[src/rtl/pwm_capture_pkg.sv]
// pwm_capture_pkg: shared PWM widths and on/off types plus the capture FSM states
`ifndef PWMCOUNT_WIDTH
`define PWMCOUNT_WIDTH 16
`endif
`ifndef DTCOUNT_WIDTH
`define DTCOUNT_WIDTH 8
`endif
`ifndef DIVCLK_WIDTH
`define DIVCLK_WIDTH 5
`endif

package pwm_capture_pkg;
   typedef enum logic {PWM_OFF, PWM_ON} _pwm_onoff;
   typedef enum logic {INT_OFF, INT_ON} _int_onoff;
   typedef enum logic {CLKDIV_OFF, CLKDIV_ON} _clkdiv_onoff;
   typedef enum logic [1:0] {CAP_IDLE, CAP_ARM, CAP_HIGH, CAP_LOW} _cap_state;
endpackage

[src/rtl/pwm_capture_edge_filter.sv]
// pwm_edge_filter: synchronizer, glitch filter and registered rise/fall detection
module pwm_edge_filter
   import pwm_capture_pkg::*;
#(
   parameter int FILT_WIDTH = `DTCOUNT_WIDTH
) (
   input  logic                  clk,
   input  logic                  rstn,
   input  logic                  pwm_in,
   input  logic [FILT_WIDTH-1:0] filt_len,
   output logic                  rise_evt,
   output logic                  fall_evt
);
   logic [1:0]            sync;
   logic                  filt;
   logic                  filt_d;
   logic [FILT_WIDTH-1:0] dcnt;

   always_ff @(posedge clk) begin
      if (!rstn) begin
         sync     <= '0;
         filt     <= 1'b0;
         filt_d   <= 1'b0;
         dcnt     <= '0;
         rise_evt <= 1'b0;
         fall_evt <= 1'b0;
      end else begin
         sync     <= {sync[0], pwm_in};
         filt_d   <= filt;
         rise_evt <= filt & ~filt_d;
         fall_evt <= ~filt & filt_d;
         // filt follows only after filt_len+1 consecutive differing samples
         if (sync[1] == filt)
            dcnt <= '0;
         else if (dcnt == filt_len) begin
            filt <= sync[1];
            dcnt <= '0;
         end else
            dcnt <= dcnt + 1'b1;
      end
   end
endmodule

[src/rtl/pwm_capture.sv]
// pwm_capture: measures period and on-time of a filtered PWM gate in prescaled ticks
module pwm_capture
   import pwm_capture_pkg::*;
#(
   parameter int CNT_WIDTH  = `PWMCOUNT_WIDTH,
   parameter int FILT_WIDTH = `DTCOUNT_WIDTH,
   parameter int DIV_WIDTH  = `DIVCLK_WIDTH
) (
   input  logic                  clk,
   input  logic                  rstn,
   input  logic                  en,
   input  logic                  pwm_in,
   input  logic [FILT_WIDTH-1:0] filt_len,
   input  logic                  clkdiv_en,
   input  logic [DIV_WIDTH-1:0]  clkdiv,
   input  logic                  int_en,
   output logic [CNT_WIDTH-1:0]  period,
   output logic [CNT_WIDTH-1:0]  on_time,
   output logic                  meas_valid,
   output logic                  overflow,
   output logic                  irq
);
   _cap_state            state, state_d;
   logic                 rise_evt, fall_evt;
   logic                 tick, timeout, publish, capture, ovf_set;
   logic [DIV_WIDTH-1:0] pcnt;
   logic [CNT_WIDTH-1:0] cnt, nxt, sat, on_cap;

   pwm_edge_filter #(.FILT_WIDTH(FILT_WIDTH)) u_filter (
      .clk      (clk),
      .rstn     (rstn),
      .pwm_in   (pwm_in),
      .filt_len (filt_len),
      .rise_evt (rise_evt),
      .fall_evt (fall_evt)
   );

   assign tick    = (clkdiv_en == CLKDIV_OFF) || (pcnt == clkdiv);
   assign nxt     = cnt + CNT_WIDTH'(tick);
   // a rise coinciding with the wrap reports a saturated period
   assign sat     = (&cnt && tick) ? '1 : nxt;
   assign timeout = (state == CAP_HIGH || state == CAP_LOW) && (&cnt) && tick;

   always_comb begin
      state_d = state;
      publish = 1'b0;
      capture = 1'b0;
      ovf_set = 1'b0;
      if (en == PWM_OFF)
         state_d = CAP_IDLE;
      else
         case (state)
            CAP_IDLE: state_d = CAP_ARM;
            CAP_ARM:  state_d = rise_evt ? CAP_HIGH : CAP_ARM;
            CAP_HIGH:
               if (timeout) begin
                  ovf_set = 1'b1;
                  state_d = CAP_ARM;
               end else if (fall_evt) begin
                  capture = 1'b1;
                  state_d = CAP_LOW;
               end
            CAP_LOW:
               if (rise_evt) begin
                  publish = 1'b1;
                  state_d = CAP_HIGH;
               end else if (timeout) begin
                  ovf_set = 1'b1;
                  state_d = CAP_ARM;
               end
            default:  state_d = CAP_IDLE;
         endcase
   end

   always_ff @(posedge clk) begin
      if (!rstn) begin
         state      <= CAP_IDLE;
         pcnt       <= '0;
         cnt        <= '0;
         on_cap     <= '0;
         period     <= '0;
         on_time    <= '0;
         meas_valid <= 1'b0;
         overflow   <= 1'b0;
         irq        <= 1'b0;
      end else begin
         state      <= state_d;
         pcnt       <= (state == CAP_IDLE || rise_evt || tick) ? '0 : pcnt + 1'b1;
         cnt        <= (state == CAP_IDLE || rise_evt) ? '0 : nxt;
         on_cap     <= capture ? nxt : on_cap;
         period     <= publish ? sat : period;
         on_time    <= publish ? on_cap : on_time;
         meas_valid <= publish;
         overflow   <= (en == PWM_OFF || publish) ? 1'b0 : (overflow | ovf_set);
         irq        <= (int_en == INT_ON) && (publish || (ovf_set && !overflow));
      end
   end
endmodule

[config.mk]
export PLATFORM = sky130hd
export DESIGN_NAME = pwm_capture
export DESIGN_NICKNAME = d
export VERILOG_FILES = /design/src/rtl/pwm_capture_pkg.sv /design/src/rtl/pwm_capture_edge_filter.sv /design/src/rtl/pwm_capture.sv
export SDC_FILE = /design/constraint.sdc
export NUM_CORES = 1
export LEC_CHECK = 0
export ABC_CLOCK_PERIOD_IN_PS = 4980
export BUFFER_PORTS_ARGS = -buffer_cell sky130_fd_sc_hd__buf_2
export CELL_PAD_IN_SITES_DETAIL_PLACEMENT = 0
export CELL_PAD_IN_SITES_GLOBAL_PLACEMENT = 1
export CORE_MARGIN = 8
export CORE_UTILIZATION = 46
export DETAILED_ROUTE_END_ITERATION = 8
export GPL_TIMING_DRIVEN = 0
export PLACE_DENSITY = 0.92
export SLEW_MARGIN = 20
export SYNTH_ARGS = -nofsm -noshare
export SYNTH_HDL_FRONTEND = slang
export SYNTH_SLANG_ARGS = --single-unit
[constraint.sdc]
create_clock -name clk -period 4.98 [get_ports clk]
set_input_delay 0.498 -clock clk [delete_from_list [all_inputs] [get_ports clk]]
set_output_delay 0.498 -clock clk [all_outputs]
set_load 0.02 [all_outputs]
* Word level (Yosys, flattened, before mapping) *
Index checks and enable logic that the tools add are counted.
Widths: inputs -> output; s select.

word-level totals
  register bits after elaboration = 88
  input bits = 19
  output and inout bits = 35
  word-level logic and storage cells = 74

cells by class
  add/sub/neg operators = 3
  equality and inequality tests = 8
  muxes and demuxes = 18
  bitwise gates (word level) = 9
  reduce and logical (&&, ||, !) cells = 21

operators with widths
  operator             count
  $add 16x1->16        1
  $mux 16              1
  $reduce_and 16->1    1
  $mux 1               10
  $mux 2               5
  $add 8x1->8 const B  1
  $eq 8x8->1           1
  $pmux 2 s4           1
  $logic_or 1x1->1     6
  $ne 3x2->1 const B   2
  $not 1->1            6
  $reduce_and 2->1     3
  $reduce_or 2->1      3
  $add 5x1->5 const B  1
  $eq 5x5->1           1
  $logic_and 1x1->1    5
  $eq 2x2->1 const B   2
  $reduce_or 3->1      1
  $and 1x1->1          2
  $eq 2x1->1 const B   1
  $logic_not 2->1      1
  $pmux 1 s2           1
  $eq 1x1->1           1
  $logic_not 1->1      1
  $or 1x1->1           1

* Depth between registers and ports, before layout *
Gate-level depths: netlist of the first run.

  word-level depth = 11
  gate-level depth with buffers = 11

* Hierarchy *
A second synthesis of the first run with hierarchy kept.

unflattened totals
  cell total of the unflattened synthesis = 378
  area total of the unflattened synthesis = 3498.4 µm²

modules (own cells, without submodules)
  module           times used  cells each  area an instance (µm²)  sequential area each (µm²)
  pwm_capture      1           319         2914.0                  1481.4
  pwm_edge_filter  1           59          584.3                   280.3

* Worst setup path before layout of the first run *
Ideal clock, no wire load.

  kind = input to register
  from = input port clkdiv[4]
  to = register on_cap[12]
  library setup time = 0.119 ns
  data arrival time = 2.557 ns
  slack = 2.304 ns
  stages on the path = 11
  buffers on the path = 1
  path through = xnor2_1 > nand3_1 > o31ai_4 > buf_6 > ha_1 > ha_1 > inv_1 > nor4_1 > xnor2_1 > nand2_1 > o221a_2

on the way
  longest elaborated chain between the ends = 6
  elaborated cells on any way between the ends = 7

ends and longest elaborated chain
  element                                                RTL line           RTL
  start: declaration                                     pwm_capture.sv:15  input logic [DIV_WIDTH-1:0] clkdiv,
  $eq 5x5->1 *                                           pwm_capture.sv:38  assign tick = (clkdiv_en == CLKDIV_OFF) || (pcnt == clkdiv);
  $logic_or 1x1->1 *                                     pwm_capture.sv:38
  branches (longest 4 deep; another with $add 16x1->16)  --
  end signal: assignment                                 pwm_capture.sv:90  on_cap <= capture ? nxt : on_cap;
  end: declaration                                       pwm_capture.sv:27  logic [CNT_WIDTH-1:0] cnt, nxt, sat, on_cap;

Every way passes the cells marked *.
A chain may end at the register's enable or synchronous reset.

* Worst setup path in the final report of the first run *
  from = register pcnt[2]
  to = register on_cap[14]

on the way
  longest elaborated chain between the ends = 6
  elaborated cells on any way between the ends = 7

ends and longest elaborated chain
  element                                                RTL line           RTL
  start: declaration                                     pwm_capture.sv:26  logic [DIV_WIDTH-1:0] pcnt;
  start signal: assignment                               pwm_capture.sv:88  pcnt <= (state == CAP_IDLE || rise_evt || tick) ? '0 : pcnt + 1'b1;
  $eq 5x5->1 *                                           pwm_capture.sv:38
  $logic_or 1x1->1 *                                     pwm_capture.sv:38
  branches (longest 4 deep; another with $add 16x1->16)  --

Marked as above.

==> results of run 1 <==
==> critical path: stages (launching register included) <==
cell and delay [ps]:
dfxtp_1 430, xnor2_1 150, nand3_1 150, o31ai_4 350
buf_6 200, ha_1 230, ha_1 330, inv_1 90
nor4_1 340, xnor2_1 290, nand2_1 90, o221a_2 250
==> through the flow <==
step	hold WS [ps]	area [um^2]	total power, W	utilization, %
finish	344	4200	0.00120	54.7
global route	345	4200	0.00124	54.7
CTS	340	4200	0.00120	54.7
detailed placement	411	4020	0.000762	52.3
global placement	405	4020	0.000761	52.3
floorplan	392	3630	0.000745	-
==> cell type report <==
| cell class | instances | area, um^2 | share of cell area (%) |
|---|---|---|---|
| inverter | 6 | 22.5 | 0.536 |
| clock inverter | 6 | 50.0 | 1.19 |
| buffer | 22 | 119 | 2.83 |
| clock buffer | 10 | 128 | 3.04 |
| tap | 102 | 128 | 3.04 |
| sequential | 88 | 1760 | 41.9 |
| timing repair buffer | 53 | 265 | 6.31 |
| multi-input combinational | 268 | 1730 | 41.1 |
==> metal layers <==
metal  wire, um  global-route usage [%]
met1       3930                    20.4
met2       3720                    23.5
met3        462                    3.38
met4         96                    5.81
met5          0                       0
==> sequential cells by signal, indices dropped and copies added, names as in the netlist <==
name / cells
on_cap: 16
cnt: 16
meas_valid: 1
pcnt: 5
u_filter.fall_evt: 1
overflow: 1
u_filter.filt_d: 1
u_filter.sync: 2
period: 16
state: 2
u_filter.rise_evt: 1
on_time: 16
irq: 1
u_filter.filt: 1
u_filter.dcnt: 8
==> cell families after synthesis <==
kind of cell	Yosys count	synth area share (%)
AOI/OAI and AO/OA	72	17.1
and+or+nand+nor	153	19.6
adders and majority gates	4	1.38
DFF	88	48.5
xor gates and xnor gates	37	8.92
muxes	2	0.551
buffers and inverters	28	3.89
==> where the power goes <==
| part | switching [W] | total, W | internal, W |
|---|---|---|---|
| Sequential | 0.00000198 | 0.000707 | 0.000705 |
| Combinational | 0.0000222 | 0.0000380 | 0.0000157 |
| Clock | 0.000265 | 0.000452 | 0.000188 |
| Total | 0.000289 | 0.00120 | 0.000908 |
==> final timing paths <==
check	to	slack [ps]	depth (start not counted)
worst max-delay path	on_cap[14]	1990	11
worst min register to register	u_filter.rise_evt	430	1
worst max register to register	on_cap[14]	1990	11
worst min-delay path	u_filter.sync[0]	340	2
==> cells in the final DEF, fill, tap and decap left out, types with 16 or more instances in the layout <==
cell	instances
buf_2	58
nor2_1	34
xor2_1	21
xnor2_1	16
dfxtp_1	88
nand3_1	17
a21boi_0	17
nand2_1	66
o21ai_0	18
==> results.yml, run 1 <==
placement:
  io_buffers: 53
  dp.cells: 539
  dp_slack_ps: 1770
  post-dp-hpwl_mm: 6.26
  gp_congestion: 0.890
worst_setup_path:
  cp-end-kind: "flop"
  crit_type: "reg2reg"
  crit_fanout: 10
  arrival_ps: 3240
  cp-start-kind: "flop"
  worstPathRequired_ps: 5230
  r2r_start: "pcnt[2]"
  crit_start: "pcnt[2]"
floorplan:
  fp.dieW_um: 105
  num_io_pins: 54
  std_cell_rows: 32
  die_h_um: 105
  core_area_mm2: 0.00769
  initial_utilization_pct: 47.2
  dieArea_mm2: 0.0110
yosys:
  ys_warn_count: 0
  synth-main-ff-cell: "dfxtp_1"
  netlist-cell-type-count: 34
  synth_edf_count: 0
  synth_top_area_share_pct: 48.5
  syn-num-nets: 407
  yosysMostFrequentCell: "dfxtp_1"
  syn-cell-area_mm2: 0.00363
  synth_area_leaders: "dfxtp_1 49%, nand2_1 6.8%, xor2_1 5.1%, o221a_2 4.3%, xnor2_1 3.9%"
  ys_ff_latch: 88
  synth.yosys.seq_area_share_pct: 48.5
  synth_area_leader_cell: "dfxtp_1"
  yosys-top-cells-count: "88 x dfxtp_1, 66 x nand2_1, 34 x nor2_1, 21 x xor2_1, 18 x o21ai_0"
  netlist_instances: 384
  synth_area_per_cell_um2: 9.46
  synth-async-reset-ratio_pct: 0
grt:
  grt_pass1_wl_mm: 13.9
  grt_pass1_vias: 2756
  grt-ovfl-total: 0
  antenna_found_initial: 0
  track_usage_pct: 15.3
  grt_max_degree: 17
power:
  p_per_area_mw_per_mm2: 285
  vdd_drop_max_mv: 0.135
  leakagePower_nw: 1.55
clock_network:
  cts-root-buf: "clkbuf_8"
  numCtsBuffers: 9
  cts_tree: "yes"
  clk_latency_ps: 360
  cts.clk_slew.worst_paths_ps: 90
  h-tree-depth: 3
  ctsResizeCount: 0
  cts_setup_buffers: 0
  clock-sinks: 88
  holdBufCountCts: 0
  ctsLongestPathBuffers: 2
timing:
  setup_viol: 0
  final_max_slew_viol_count: 0
  layout_setup_ws_ps: 1990
  rsz0062_at_grt: "no"
  tightest_slew_ps: 541
  slew_headroom_pct: 63.9
  period_needed_ps: 2990
  finalClockSkew_ps: 11.5
  finalSetupTns_ps: 0
  max_clock_freq_mhz: 334
  final_hold_viol_count: 0
  fin_crit_sh_pct: 60.1
finish:
  diodes: 0
  area_growth_pct: 15.7
  stdcell_count: 555
  nets: 471
  drive_gt1_share_pct: 23.6
  fillCellCount: 752
min_path:
  min_path_type: "in2reg"
  hp-start: "pwm_in"
detailed_routing:
  wl_per_cell_um: 14.8
  ant_nets: 0
  drc: 0
  drt-initial-drc-count: 152
  drt-total-wl_mm: 8.20
  vias: 2906
  firstDrtPassIters: 4
  vias_per_cell: 5.24
status:
  status: "completed"
run:
  max-cap-violations: 0
Note: power is estimated with default switching activity, not from simulation.
==> inputs of run 2 (changes only) <==
--- a/config.mk
+++ b/config.mk
@@ -5,15 +5,16 @@
 export SDC_FILE = /design/constraint.sdc
 export NUM_CORES = 1
 export LEC_CHECK = 0
-export ABC_CLOCK_PERIOD_IN_PS = 4980
+export ABC_AREA = 1
+export ABC_CLOCK_PERIOD_IN_PS = 2600
 export BUFFER_PORTS_ARGS = -buffer_cell sky130_fd_sc_hd__buf_2
 export CELL_PAD_IN_SITES_DETAIL_PLACEMENT = 0
 export CELL_PAD_IN_SITES_GLOBAL_PLACEMENT = 1
 export CORE_MARGIN = 8
-export CORE_UTILIZATION = 46
+export CORE_UTILIZATION = 37
 export DETAILED_ROUTE_END_ITERATION = 8
 export GPL_TIMING_DRIVEN = 0
-export PLACE_DENSITY = 0.92
+export PLACE_DENSITY = 0.84
 export SLEW_MARGIN = 20
 export SYNTH_ARGS = -nofsm -noshare
 export SYNTH_HDL_FRONTEND = slang
==> constraint.sdc (replaced) <==
create_clock -name clk -period 2.6 [get_ports clk]
set_input_delay 0.26 -clock clk [delete_from_list [all_inputs] [get_ports clk]]
set_output_delay 0.26 -clock clk [all_outputs]
set_load 0.02 [all_outputs]
==> results.yml, run 2 <==
detailed_routing:
  drt-total-wl_mm: 8.35
  vias: 3159
  drt-initial-drc-count: 188
  firstDrtPassIters: 4
  ant_nets: 0
  vias_per_cell: 4.42
  drc: 0
  wl_per_cell_um: 11.7
placement:
  gp_congestion: 0.906
  post-dp-hpwl_mm: 6.46
  dp.cells: 698
  io_buffers: 53
timing:
  period_needed_ps: 2350
  final_hold_viol_count: 0
  tightest_slew_ps: 516
  slew_headroom_pct: 65.6
  setup_viol: 0
  max_clock_freq_mhz: 425
  fin_crit_sh_pct: 90.5
  finalClockSkew_ps: 10.6
  final_max_slew_viol_count: 0
  whs_ps: 83.8
clock_network:
  ctsLongestPathBuffers: 2
  clk_latency_ps: 350
  ctsResizeCount: 0
  cts.clk_slew.worst_paths_ps: 90
  cts_tree: "yes"
  cts-root-buf: "clkbuf_8"
  h-tree-depth: 3
  holdBufCountCts: 0
  clock-sinks: 88
  numCtsBuffers: 9
  cts_setup_buffers: 0
floorplan:
  fp.dieW_um: 116
  num_io_pins: 54
  core_area_mm2: 0.00977
  initial_utilization_pct: 38.1
  dieArea_mm2: 0.0135
  std_cell_rows: 36
  die_h_um: 116
worst_setup_path:
  worstPathRequired_ps: 2850
  arrival_ps: 2600
  crit_type: "reg2reg"
  crit_fanout: 5
  r2r_slack_ps: 250
  cp-end-kind: "flop"
  cp-start-kind: "flop"
grt:
  antenna_found_initial: 0
  grt-ovfl-total: 0
  grt_pass1_vias: 3033
  track_usage_pct: 12.9
  grt_pass1_wl_mm: 13.9
  grt_max_degree: 16
yosys:
  synth.yosys.seq_area_share_pct: 47.3
  yosys-top-cells-count: "99 x nand2_1, 91 x nor2_1, 88 x dfxtp_1, 75 x inv_1"
  netlist_instances: 512
  ys_ff_latch: 88
  synth_top_area_share_pct: 47.3
  synth-async-reset-ratio_pct: 0
  synth_edf_count: 0
  synth_area_leaders: "dfxtp_1 47%, nand2_1 10%, nor2_1 9.2%, inv_1 7.6%, a21oi_1 4.4%"
  syn-cell-area_mm2: 0.00373
  synth_area_leader_cell: "dfxtp_1"
  synth-main-ff-cell: "dfxtp_1"
  netlist-cell-type-count: 30
  ys_warn_count: 0
  yosysMostFrequentCell: "nand2_1"
  synth_area_per_cell_um2: 7.28
  syn-num-nets: 535
status:
  status: "completed"
finish:
  diodes: 0
  nets: 599
  stdcell_count: 714
  drive_gt1_share_pct: 17.0
  area_growth_pct: 17.5
  layout_commonest_cell: "nand2_1"
  final_cell_mix: "98 x nand2_1, 90 x nor2_1, 87 x dfxtp_1"
  fillCellCount: 1022
power:
  leakagePower_nw: 2.11
  p_per_area_mw_per_mm2: 540
  vdd_drop_max_mv: 0.251
min_path:
  min_path_type: "in2reg"
run:
  max-cap-violations: 0
[run 2: cell count changes after synthesis, moves of 11 or more]
cell / previous run / this run
inv_1: 6 / 75
nor2_1: 34 / 91
nand2_1: 66 / 99
a21oi_1: 1 / 33
a21boi_0: 17 / 0
o21ai_0: 18 / 33
o221a_2: 14 / 0
xnor2_1: 16 / 5
[run 2: worst paths after layout]
kind | from | end | cells after the start
setup / recovery | pcnt[0] | period[14] | 15
hold / removal | pwm_in | u_filter.sync[0] | 3
setup reg to reg | pcnt[0] | period[14] | 15
hold reg to reg | u_filter.filt_d | u_filter.rise_evt | 1
[run 2: cells by family after synthesis]
| kind of cell | count (synthesis) | synth area share, % |
|---|---|---|
| AOI/OAI and AO/OA | 73 | 10.2 |
| and+or+nand+nor | 241 | 27.6 |
| xor gates and xnor gates | 16 | 3.76 |
| buffers and inverters | 90 | 9.74 |
| DFF | 88 | 47.3 |
| adders and majority gates | 4 | 1.34 |
[run 2: where the power goes]
group	leakage (nW)	switching (W)	internal, W
combinational	1.31	0.0000416	0.0000238
sequential	0.710	0.00000343	0.00135
clock	0.0933	0.000496	0.000450
[run 2: area by class of cell]
type / instances / area (um^2) / area share, %
clock buffers: 10 / 128 / 2.91
repair buffers: 53 / 265 / 6.06
well taps: 133 / 166 / 3.80
inverters: 76 / 285 / 6.51
flip-flops and latches: 88 / 1760 / 40.3
plain buffers: 14 / 77.6 / 1.77
multi-input cells: 334 / 1630 / 37.1
clock inverters: 6 / 67.6 / 1.54
[run 2: through the flow]
step	utilization [%]	instance area, um^2	total power, W	setup WS, ps	TNS, ps
after floorplan	-	3730	0.00142	515	0
after detailed placement	42.5	4160	0.00145	42.0	0
final	44.8	4380	0.00236	247	0
after CTS	44.5	4350	0.00239	13.4	0
after global routing	44.8	4380	0.00246	-0.820	-0.820
after global placement	42.5	4160	0.00145	57.5	0
[run 2: metal layers]
layer | up-vias | part of all wire, % | GRT usage, % | wire length [um]
met5 | - | 0 | 0 | 0
met2 | 54 | 46 | 21.2 | 3850
met1 | 1395 | 48 | 16.5 | 4010
met4 | 0 | 0.73 | 5.19 | 61
met3 | 2 | 5.1 | 2.02 | 423
li1 | 1708 | - | - | -
[run 2: worst max-delay path: stages (launching register included)]
cell,delay (ps)
dfxtp_1,400
nand2_1,70
inv_1,50
nor2_1,30
nor2_1,90
nand3_1,120
nand2_2,120
ha_1,190
ha_2,210
nand3_2,130
nor2_4,200
nand4_1,130
o21ai_1,180
nand2_1,110
o21ai_0,170
inv_1,50
==> inputs of run 3 (changes only) <==
--- a/config.mk
+++ b/config.mk
@@ -6,15 +6,15 @@
 export NUM_CORES = 1
 export LEC_CHECK = 0
 export ABC_AREA = 1
-export ABC_CLOCK_PERIOD_IN_PS = 2600
+export ABC_CLOCK_PERIOD_IN_PS = 3040
 export BUFFER_PORTS_ARGS = -buffer_cell sky130_fd_sc_hd__buf_2
 export CELL_PAD_IN_SITES_DETAIL_PLACEMENT = 0
 export CELL_PAD_IN_SITES_GLOBAL_PLACEMENT = 1
 export CORE_MARGIN = 8
-export CORE_UTILIZATION = 37
+export CORE_UTILIZATION = 44
 export DETAILED_ROUTE_END_ITERATION = 8
 export GPL_TIMING_DRIVEN = 0
-export PLACE_DENSITY = 0.84
+export PLACE_DENSITY = 0.93
 export SLEW_MARGIN = 20
 export SYNTH_ARGS = -nofsm -noshare
 export SYNTH_HDL_FRONTEND = slang
==> constraint.sdc (replaced) <==
create_clock -name clk -period 3.04 [get_ports clk]
set_input_delay 0.304 -clock clk [delete_from_list [all_inputs] [get_ports clk]]
set_output_delay 0.304 -clock clk [all_outputs]
set_load 0.02 [all_outputs]
==> results.yml, run 3 (synthesis gave the netlist of run 2 again) <==
timing:
  max_clock_freq_mhz: 384
  fin_crit_sh_pct: 85.7
  finalClockSkew_ps: 12.6
  rsz0062_at_grt: "no"
  period_needed_ps: 2610
  finalSetupTns_ps: 0
  tightest_slew_ps: 526
  final_max_slew_viol_count: 0
  slew_headroom_pct: 65.0
  final_hold_viol_count: 0
  setup_viol: 0
floorplan:
  die_h_um: 108
  fp.dieW_um: 108
  initial_utilization_pct: 45.3
  std_cell_rows: 33
  dieArea_mm2: 0.0117
  num_io_pins: 54
  core_area_mm2: 0.00822
worst_setup_path:
  crit_type: "reg2reg"
  crit_top_cell: "nand2_1"
  crit_fanout: 5
  cp-start-kind: "flop"
  worst_path_max_delay_cell: "dfxtp_1"
  cp_slowest_stage_delay_ps: 390
  crit_chain: "inv_1, nand2_1, nand2_1, nor2_1, nand3_1, nand2_1, ha_1, ha_1, nand3_1, nor2_2, nand4_1, o21ai_1, nand2_1, o21ai_0, inv_1"
  worstPathRequired_ps: 3290
  arrival_ps: 2860
  path_buf_inv: 2
  critPathTopFamily: "simple AND/OR/NAND/NOR gates"
  cp-end-kind: "flop"
clock_network:
  clk_latency_ps: 360
  ctsLongestPathBuffers: 2
  cts_tree: "yes"
  holdBufCountCts: 0
  cts_setup_buffers: 0
  cts.clk_slew.worst_paths_ps: 90
  cts-root-buf: "clkbuf_8"
  clock-sinks: 88
  h-tree-depth: 3
  ctsResizeCount: 0
  numCtsBuffers: 9
detailed_routing:
  wl_met1_mm: 3.90
  wl_per_cell_um: 12.1
  wl_met2_mm: 3.87
  firstDrtPassIters: 4
  drc: 0
  drt-total-wl_mm: 8.31
  drt-initial-drc-count: 121
  ant_nets: 0
  vias_per_cell: 4.69
  vias: 3220
  top_layer: "met4"
  met3_length_um: 414
grt:
  grt_max_degree: 17
  grt_pass1_vias: 3018
  grt_pass1_wl_mm: 14.0
  grt-ovfl-total: 0
  track_usage_pct: 15.0
  antenna_found_initial: 0
power:
  vdd_drop_max_mv: 0.308
  leakagePower_nw: 2.12
  p_per_area_mw_per_mm2: 470
finish:
  fin_area_mm2: 0.00433
  multi_input_area_mm2: 0.00160
  drive_gt1_share_pct: 16.2
  fillCellCount: 843
  final_cell_mix: "99 x nand2_1, 91 x nor2_1, 88 x dfxtp_1"
  stdcell_count: 686
  nets: 599
  final_core_utilization_pct: 52.7
  area_growth_pct: 16.1
  diodes: 0
  register_area_mm2: 0.00176
  layout_commonest_cell: "nand2_1"
min_path:
  min_path_type: "in2reg"
placement:
  post-dp-hpwl_mm: 6.26
  dp.cells: 670
  io_buffers: 53
  gp_congestion: 0.919
  placed_cell_area_mm2: 0.00412
status:
  status: "completed"
run:
  max-cap-violations: 0
run 3: per-layer routing:
| metal | up-vias | global-route usage (%) |
|---|---|---|
| met5 | - | 0 |
| met4 | 0 | 5.95 |
| met3 | 8 | 3.57 |
| met2 | 58 | 24.2 |
| met1 | 1439 | 18.7 |
| li1 | 1715 | - |
run 3: final timing paths:
| kind | startpoint | to | slack [ps] | depth (start not counted) |
|---|---|---|---|---|
| worst max-delay path | pcnt[2] | period[14] | 430 | 15 |
| worst max register to register | pcnt[2] | period[14] | 430 | 15 |
| worst min-delay path | pwm_in | u_filter.sync[0] | 130 | 3 |
| worst min register to register | u_filter.filt_d | u_filter.rise_evt | 420 | 1 |
run 3: where the power goes:
group          leakage (nW)  internal [W]  switching, W   total, W
sequential            0.709       0.00115    0.00000304    0.00116
combinational          1.31     0.0000201     0.0000360  0.0000562
clock                0.0964      0.000388      0.000433   0.000821
total                  2.12       0.00156      0.000472    0.00204
run 3: final cells by class:
type / count / area share (%)
clock buffer: 9 / 2.86
tap: 105 / 3.04
sequential: 88 / 40.7
inverter: 76 / 6.59
timing repair buffer: 53 / 6.13
clock inverter: 7 / 1.85
multi-input combinational: 334 / 37.0
buffer: 14 / 1.79
run 3: per-stage QoR:
step	power [W]	hold WS (ps)	setup WS [ps]
after floorplan	0.00122	390	955
after global placement	0.00124	394	467
after detailed placement	0.00124	404	455
after CTS	0.00206	117	426
after global routing	0.00212	120	127
final	0.00204	130	435
run 3: tightest hold or removal path, stage by stage:
cell	delay (ps)
buf_2	70
nand2_1	40
inv_1	40
